===== config.mk =====
export PLATFORM = sky130hd
export DESIGN_NAME = sgd_update_ctrl
export DESIGN_NICKNAME = d
export VERILOG_FILES = /design/src/rtl/sgd_update_ctrl.sv
export SDC_FILE = /design/constraint.sdc
export NUM_CORES = 1
export LEC_CHECK = 0
export CAP_MARGIN = 10
export CORE_MARGIN = 1
export CORE_UTILIZATION = 45
export DETAILED_ROUTE_END_ITERATION = 10
export GPL_ROUTABILITY_DRIVEN = 0
export GPL_TIMING_DRIVEN = 1
export HOLD_SLACK_MARGIN = 0.02
export PLACE_DENSITY_LB_ADDON = 0.2
export SYNTH_ARGS = -nofsm -noshare
export SYNTH_HDL_FRONTEND = slang
export SYNTH_SLANG_ARGS = --single-unit

===== constraint.sdc =====
create_clock -name i_clk -period 2.9 [get_ports i_clk]
set_clock_uncertainty 0.1 [all_clocks]
set_input_delay 0.725 -clock i_clk [delete_from_list [all_inputs] [get_ports i_clk]]
set_output_delay 0.725 -clock i_clk [all_outputs]
set_load 0.01 [all_outputs]

===== src/rtl/sgd_update_ctrl.sv =====
// ---------------------------------------------------------------------------
// sgd_update_ctrl
// Sequencer for the SGD weight-update datapath. One pass walks the
// I_TILE x H_TILE tile in linear order (h innermost). The pass issues one BRAM
// read per address, carries each address through a valid/address shift
// register of depth RD_LAT+DP_LAT, and emits the matching W / momentum
// write strobe. lr/mom/wd are frozen on the accepted start for the whole pass.
//
// Handshake: i_stall freezes the whole pipe. While it is high, o_pipe_en,
// o_rd_en and o_w_we are all low, and no counter, shift stage or FSM state
// advances. A read or write "happens" only in a cycle where its strobe is
// high.
//
// Optional feature macro: SGD_CTRL_ACC_CLR_EN. It adds o_acc_clr_we and
// o_acc_clr_addr, which zero each consumed accumulator word through the
// second BRAM port.
// ---------------------------------------------------------------------------
module sgd_update_ctrl #(
    parameter  int I_TILE = 64,
    parameter  int H_TILE = 64,
    parameter  int RD_LAT = 1,
    parameter  int DP_LAT = 3,
    localparam int N      = I_TILE * H_TILE,
    localparam int ADDR_W = $clog2(N)
) (
    input  logic              i_clk,
    input  logic              i_rst_n,
    input  logic              i_start,
    input  logic              i_abort,
    input  logic              i_stall,
    input  logic [15:0]       i_lr_in,
    input  logic [15:0]       i_mom_in,
    input  logic [15:0]       i_wd_in,
    output logic [15:0]       o_lr,
    output logic [15:0]       o_mom,
    output logic [15:0]       o_wd,
    output logic              o_rd_en,
    output logic [ADDR_W-1:0] o_rd_addr,
    output logic              o_pipe_en,
    output logic [ADDR_W-1:0] o_wr_addr,
    output logic              o_w_we,
    output logic              o_w_prev_we,
`ifdef SGD_CTRL_ACC_CLR_EN
    output logic              o_acc_clr_we,
    output logic [ADDR_W-1:0] o_acc_clr_addr,
`endif
    output logic              o_busy,
    output logic              o_done,
    output logic [1:0]        o_dbg_state
);

    localparam int                L    = RD_LAT + DP_LAT;
    localparam logic [ADDR_W-1:0] LAST = ADDR_W'(N - 1);

    typedef enum logic [1:0] {
        S_IDLE  = 2'd0,
        S_RUN   = 2'd1,
        S_DRAIN = 2'd2,
        S_FIN   = 2'd3
    } state_t;

    state_t            r_state;
    logic [ADDR_W-1:0] r_rd_cnt;
    logic [ADDR_W-1:0] r_rd_addr;
    logic              r_rd_en;
    logic              r_busy;
    logic              r_done;
    logic [15:0]       r_lr;
    logic [15:0]       r_mom;
    logic [15:0]       r_wd;
    logic [L-1:0]      r_vld;
    logic [ADDR_W-1:0] r_wa [L];

    logic w_en;
    logic w_abort;
    logic w_rd_fire;
    logic w_wr_fire;
    logic w_pipe_empty;

    assign w_en         = ~i_stall;
    assign w_abort      = i_abort && (r_state != S_IDLE);
    assign w_rd_fire    = r_rd_en & w_en;
    assign w_wr_fire    = r_vld[L-1] & w_en;
    // The last stage may be writing this cycle. Only the earlier stages must be empty.
    assign w_pipe_empty = (r_vld[L-2:0] == '0);

    // Pass sequencer: address generation, busy/done and parameter freeze
    always_ff @(posedge i_clk or negedge i_rst_n) begin
        if (!i_rst_n) begin
            r_state   <= S_IDLE;
            r_rd_cnt  <= '0;
            r_rd_addr <= '0;
            r_rd_en   <= 1'b0;
            r_busy    <= 1'b0;
            r_done    <= 1'b0;
            r_lr      <= '0;
            r_mom     <= '0;
            r_wd      <= '0;
        end else begin
            r_done <= 1'b0;
            case (r_state)
                S_IDLE: begin
                    if (i_start && !i_abort) begin
                        r_lr     <= i_lr_in;
                        r_mom    <= i_mom_in;
                        r_wd     <= i_wd_in;
                        r_rd_cnt <= '0;
                        r_busy   <= 1'b1;
                        r_state  <= S_RUN;
                    end
                end
                S_RUN: begin
                    if (i_abort) begin
                        r_rd_en <= 1'b0;
                        r_busy  <= 1'b0;
                        r_state <= S_IDLE;
                    end else if (w_en) begin
                        // Present the next address. The strobe leaves the register in the following cycle.
                        r_rd_en   <= 1'b1;
                        r_rd_addr <= r_rd_cnt;
                        if (r_rd_cnt == LAST) begin
                            r_state <= S_DRAIN;
                        end else begin
                            r_rd_cnt <= r_rd_cnt + 1'b1;
                        end
                    end
                end
                S_DRAIN: begin
                    if (i_abort) begin
                        r_rd_en <= 1'b0;
                        r_busy  <= 1'b0;
                        r_state <= S_IDLE;
                    end else if (w_en) begin
                        r_rd_en <= 1'b0;
                        if (!r_rd_en && w_pipe_empty) begin
                            r_busy  <= 1'b0;
                            r_done  <= 1'b1;
                            r_state <= S_FIN;
                        end
                    end
                end
                S_FIN: begin
                    // Done is a single-cycle pulse. A start seen here is dropped.
                    r_state <= S_IDLE;
                end
                default: begin
                    r_rd_en <= 1'b0;
                    r_busy  <= 1'b0;
                    r_state <= S_IDLE;
                end
            endcase
        end
    end

    // Valid/address delay line that aligns write strobes with datapath output
    always_ff @(posedge i_clk or negedge i_rst_n) begin
        if (!i_rst_n) begin
            r_vld <= '0;
            for (int k = 0; k < L; k++) begin
                r_wa[k] <= '0;
            end
        end else if (w_abort) begin
            r_vld <= '0;
        end else if (w_en) begin
            r_vld   <= {r_vld[L-2:0], w_rd_fire};
            r_wa[0] <= r_rd_addr;
            for (int k = 1; k < L; k++) begin
                r_wa[k] <= r_wa[k-1];
            end
        end
    end

    assign o_lr        = r_lr;
    assign o_mom       = r_mom;
    assign o_wd        = r_wd;
    assign o_rd_en     = w_rd_fire;
    assign o_rd_addr   = r_rd_addr;
    assign o_pipe_en   = i_rst_n & w_en;
    assign o_wr_addr   = r_wa[L-1];
    assign o_w_we      = w_wr_fire;
    assign o_w_prev_we = w_wr_fire;
    assign o_busy      = r_busy;
    assign o_done      = r_done;
    assign o_dbg_state = r_state;
`ifdef SGD_CTRL_ACC_CLR_EN
    assign o_acc_clr_we   = w_wr_fire;
    assign o_acc_clr_addr = r_wa[L-1];
`endif

endmodule


== Word-level counts from Yosys, hierarchy flattened ==
Index checks and enable logic that the tools add are counted.
Cells by class
  $add $sub $neg: 1
  equal/unequal tests: 14
  muxes and demuxes: 30
  bitwise logic cells: 6
  reduce and logical (&&, ||, !) cells: 18
Operators with widths (number)
  12-bit 2-to-1 mux: 4
  12-bit one-hot mux with 2 select lines: 1
  5-bit AND reduction: 3
  2-bit 2-to-1 mux: 7
  1-bit 2-to-1 mux: 13
  12-bit by 1-bit adder with 12-bit output (second input constant): 1
  12-bit == test (second input constant): 1
  3-bit != test (second input constant): 4
  2-bit != test (second input constant): 5
  4-bit 2-to-1 mux: 2
  2-bit one-hot mux with 4 select lines: 1
  3-bit AND reduction: 2
  2-bit nonzero test: 3
  2-bit == test (second input constant): 2
  2-bit AND reduction: 2
  1-bit bitwise AND: 3
  1-bit logical AND: 3
  3-bit logical NOT: 1
  1-bit inverter: 3
  1-bit one-hot mux with 3 select lines: 1
  3-bit nonzero test: 1
  2-bit by 1-bit == test with 1-bit output (second input constant): 1
  1-bit logical NOT: 2
  2-bit logical NOT: 1
  other kinds (2): 2
Storage, ports and cells
  register bits after elaboration: 129
  output and inout bits: 80

== Longest topological paths before layout ==
  depth after elaboration: 6
  mapped depth: 7
  gate-level depth less buffers: 6

== Least setup slack after synthesis ==
OpenSTA, ideal clock, no wires.
  path type: input to register
  from: input i_abort
  to: register r_wa[26] in the netlist's numbering
  arrival time: 1.975 ns
  setup slack: 0.700 ns
  stages on the path: 6
  path through: inv_1 > nor2_1 > nor2_1 > buf_2 > buf_1 > mux2_2
On the way
  longest elaborated chain between the ends: 3
Ends and longest elaborated chain
  start, declared: line 29  | input logic i_abort,
  1-bit logical AND: line 81  | assign w_abort = i_abort && (r_state != S_IDLE);
  1-bit inverter (no source line)
  2-bit AND reduction (no source line)
  end signal, assigned by index: line 168  | r_wa[k] <= r_wa[k-1];
  end, declared: line 72  | logic [ADDR_W-1:0] r_wa [L];
No other way between the ends.
A chain may end at the register's enable or synchronous reset.

== Worst setup path in the final report ==
  from: input i_stall
  to: output o_w_prev_we
On the way
  longest elaborated chain between the ends: 2
Ends and longest elaborated chain
  start, declared: line 30  | input logic i_stall,
  1-bit inverter (no source line)
  1-bit bitwise AND: line 83  | assign w_wr_fire = r_vld[L-1] & w_en;
  end, declared: line 42  | output logic o_w_prev_we,
No other way between the ends.

==> impl_metrics.yaml <==
drt:
  routedWlPerCell_um: 16.3
  wl_um: 11000
  initialDrtViolationCount: 246
  remaining_drc_errors: 2
  first_pass_iters: 7
  vias_per_cell: 5.27
  ant_nets: 0
  routed-via-count: 3555
timing:
  slew_headroom_pct: 54.1
  fin_ws_ns: 0.0612
  period_share_pct: 97.9
  fin_tns_setup_ns: 0
  tightest_slew_ns: 0.688
  drv_slew: 0
  rsz0062_at_grt: "no"
  setup_violations: 0
  max_freq_mhz: 352
  period_minus_slack_ns: 2.84
  hold_violations: 0
setup_path:
  worstReg2RegEnd: "r_rd_cnt[1]"
  cp-end-kind: "primary output"
  crit_path_start_kind: "primary input"
  r2r_slack_ns: 0.55
  cp_max_fo: 4
  r2r_cells: 7
  crit_type: "in2out"
  rr_startpoint: "o_dbg_state[1]"
  worstPathRequired_ns: 2.08
  crit_arrival_ns: 2.01
synth:
  yosysMostFrequentCell: "dfrtp_1"
  synth_cells: 389
  synth_edf_count: 0
  synth.top_cells.by_count: "dfrtp_1 (129), mux2_2 (108), buf_4 (13), nor2_1 (13), inv_1 (12)"
  yosys_register_bits: 129
  syn_area_sq_um: 5420
  ys_seq_area_share_pct: 59.6
  ys_types: 44
  syn_area_per_cell_sq_um: 13.9
  yosysTopAreaCell: "dfrtp_1"
  synth_top_flop_cell: "dfrtp_1"
  yosysTopAreaCellShare_pct: 59.6
  yosysWarningCount: 0
  synth_fp_nets: 448
  synthArstFlopShare_pct: 100
  synth.area.top_cells: "dfrtp_1 (60%), mux2_2 (22%), buf_4 (1.8%), ha_1 (1.4%), o211ai_1 (1.4%)"
run_status:
  violations: "design-rule violations"
  status: "finished with violations"
clock_tree:
  cts_sinks: 129
  cts_setup_buffers: 0
  htree_levels: 4
  hold_buffers: 0
  cts_buffers: 17
  insertion_delay_ns: 0.41
  clockBufferDepth: 2
  cts.reportedPaths.clkPinSlew_ns: 0.05
  cts_resized: 0
  cts_tree: "done"
  cts_root_buf: "clkbuf_16"
floorplanning:
  die_w_um: 112
  dieHeight_um: 112
  pin_count: 133
  num_rows: 39
  start_util_pct: 46.8
  die_area_sq_um: 12500
  core_area_sq_um: 11600
grt:
  grt_pass1_vias: 3745
  grt_usage_pct: 19.4
  antenna_found_initial: 0
  grt-ovfl-total: 0
  grt_pass1_wl_um: 18700
  grt_max_degree: 130
pwr:
  p_sw_mw: 2.53
  cellLeakagePower_nw: 3.10
  powerDensity_nw_per_um2: 1120
  p_comb_share_pct: 38.6
  clock_power_share_pct: 23.3
  p_int_mw: 5.76
  peakVddDrop_uv: 618
  p_seq_share_pct: 38.1
  switching_share_pct: 30.5
hold_path:
  hold_class: "in2async"
finish:
  regArea_sq_um: 3230
  nets: 580
  drive_above_1_share_pct: 28.9
  syn_to_final_growth_pct: 36.7
  fillCellCount: 913
  multi_input_area_sq_um: 1980
  diodes: 0
place:
  hpwl_um: 7540
  place_ws_ns: 0.0647
  port_buffers: 132
flow_run:
  cap_viol_max_count: 0
[sequential cells by signal, indices dropped and copies added (netlist names), 2 cells and up]
signal	flops
o_mom	16
o_lr	16
r_rd_cnt	12
o_dbg_state	2
o_wr_addr	12
r_wa	36
r_vld	4
o_wd	16
o_rd_addr	12
[per-stage QoR]
stage / total power, mW / cell area (sq um) / hold WS, ns / instances / util (%)
floorplan: 4.88 / 5420 / 0.329 / 389 / -
finish: 8.29 / 7400 / 0.342 / 675 / 64.0
global route: 8.79 / 7400 / 0.410 / 675 / 64.0
global placement: 6.27 / 6860 / 0.382 / 645 / 59.4
CTS: 8.39 / 7400 / 0.401 / 675 / 64.0
detailed placement: 6.40 / 6860 / 0.389 / 645 / 59.4
[power groups by stage]
| stage | clock network (mW) | registers [mW] | logic, mW |
|---|---|---|---|
| after floorplan | 0 | 3.27 | 1.60 |
| final | 1.93 | 3.16 | 3.20 |
| after global placement | 0 | 3.14 | 3.13 |
| after detailed placement | 0 | 3.18 | 3.21 |
| after CTS | 1.98 | 3.17 | 3.23 |
| after global routing | 2.06 | 3.28 | 3.45 |
[per-layer routing]
metal  track usage, %  vias up  share of wire (%)
met5                0        -                  0
met4             9.19        0                2.3
met3             6.53       22                6.4
met2             30.9      110                 49
met1             23.7     1778                 42
li1                 -     1645                  -
[critical path, cell delays in order]
cell and delay, ns:
clkdlybuf4s50_1 0.50, nor2b_1 0.21, clkdlybuf4s50_1 0.58
[cells in the final DEF (no fill, tap or decap), types with 2 or more instances in the layout]
cell type        Yosys  layout
a21oi_1              5       5
a32o_1               2       2
buf_12               0       3
buf_4               13       8
clkbuf_1             6       3
clkbuf_16            0      17
clkbuf_8             0       3
clkdlybuf4s50_1      0     131
clkinv_2             0       6
dfrtp_1            129     129
ha_1                 6       6
inv_1               12      12
mux2_2             108     108
mux2i_1              7       7
nand2_1              9       9
nand3_1              7       6
nand4_1              4       4
nor2_1              13      12
nor2b_1              5       5
nor3_1               6       6
nor4_1               4       4
o211ai_1            10      10
o21a_1               2       2
o21ai_0              5       5
o22ai_1              2       2
o2bb2ai_1            2       2
or3_1                2       2
or4_1                2       2
[area by class of cell]
class	count	area share, %
Timing Repair Buffer	142	19.3
Clock inverter	7	0.811
Clock buffer	23	6.46
Sequential cell	129	43.6
Inverter	12	0.609
Multi-Input combinational cell	219	26.8
Tap cell	143	2.42
[logic make-up after synthesis]
family          after synthesis  share of synthesized area [%]
buf+inv                      41                           4.04
simple gates                 60                           6.08
fa+ha+maj                     6                           1.39
compound gates               37                           4.85
mux                         116                           24.0
flops                       129                           59.6
[worst max path at each step]
stage | cells after the start | slack (ns) | end | from
6_report | 3 | 0.06 | o_w_prev_we | i_stall
5_1_grt | 3 | 0.01 | o_w_we | i_stall
4_1_cts | 3 | 0.05 | o_w_prev_we | i_stall
3_5_place_dp | 3 | 0.06 | o_w_prev_we | i_stall
3_3_place_gp | 3 | 0.12 | o_w_prev_we | i_stall
2_1_floorplan | 6 | 0.70 | r_wa[26] | i_abort
Power figures use the tool's default switching activity.
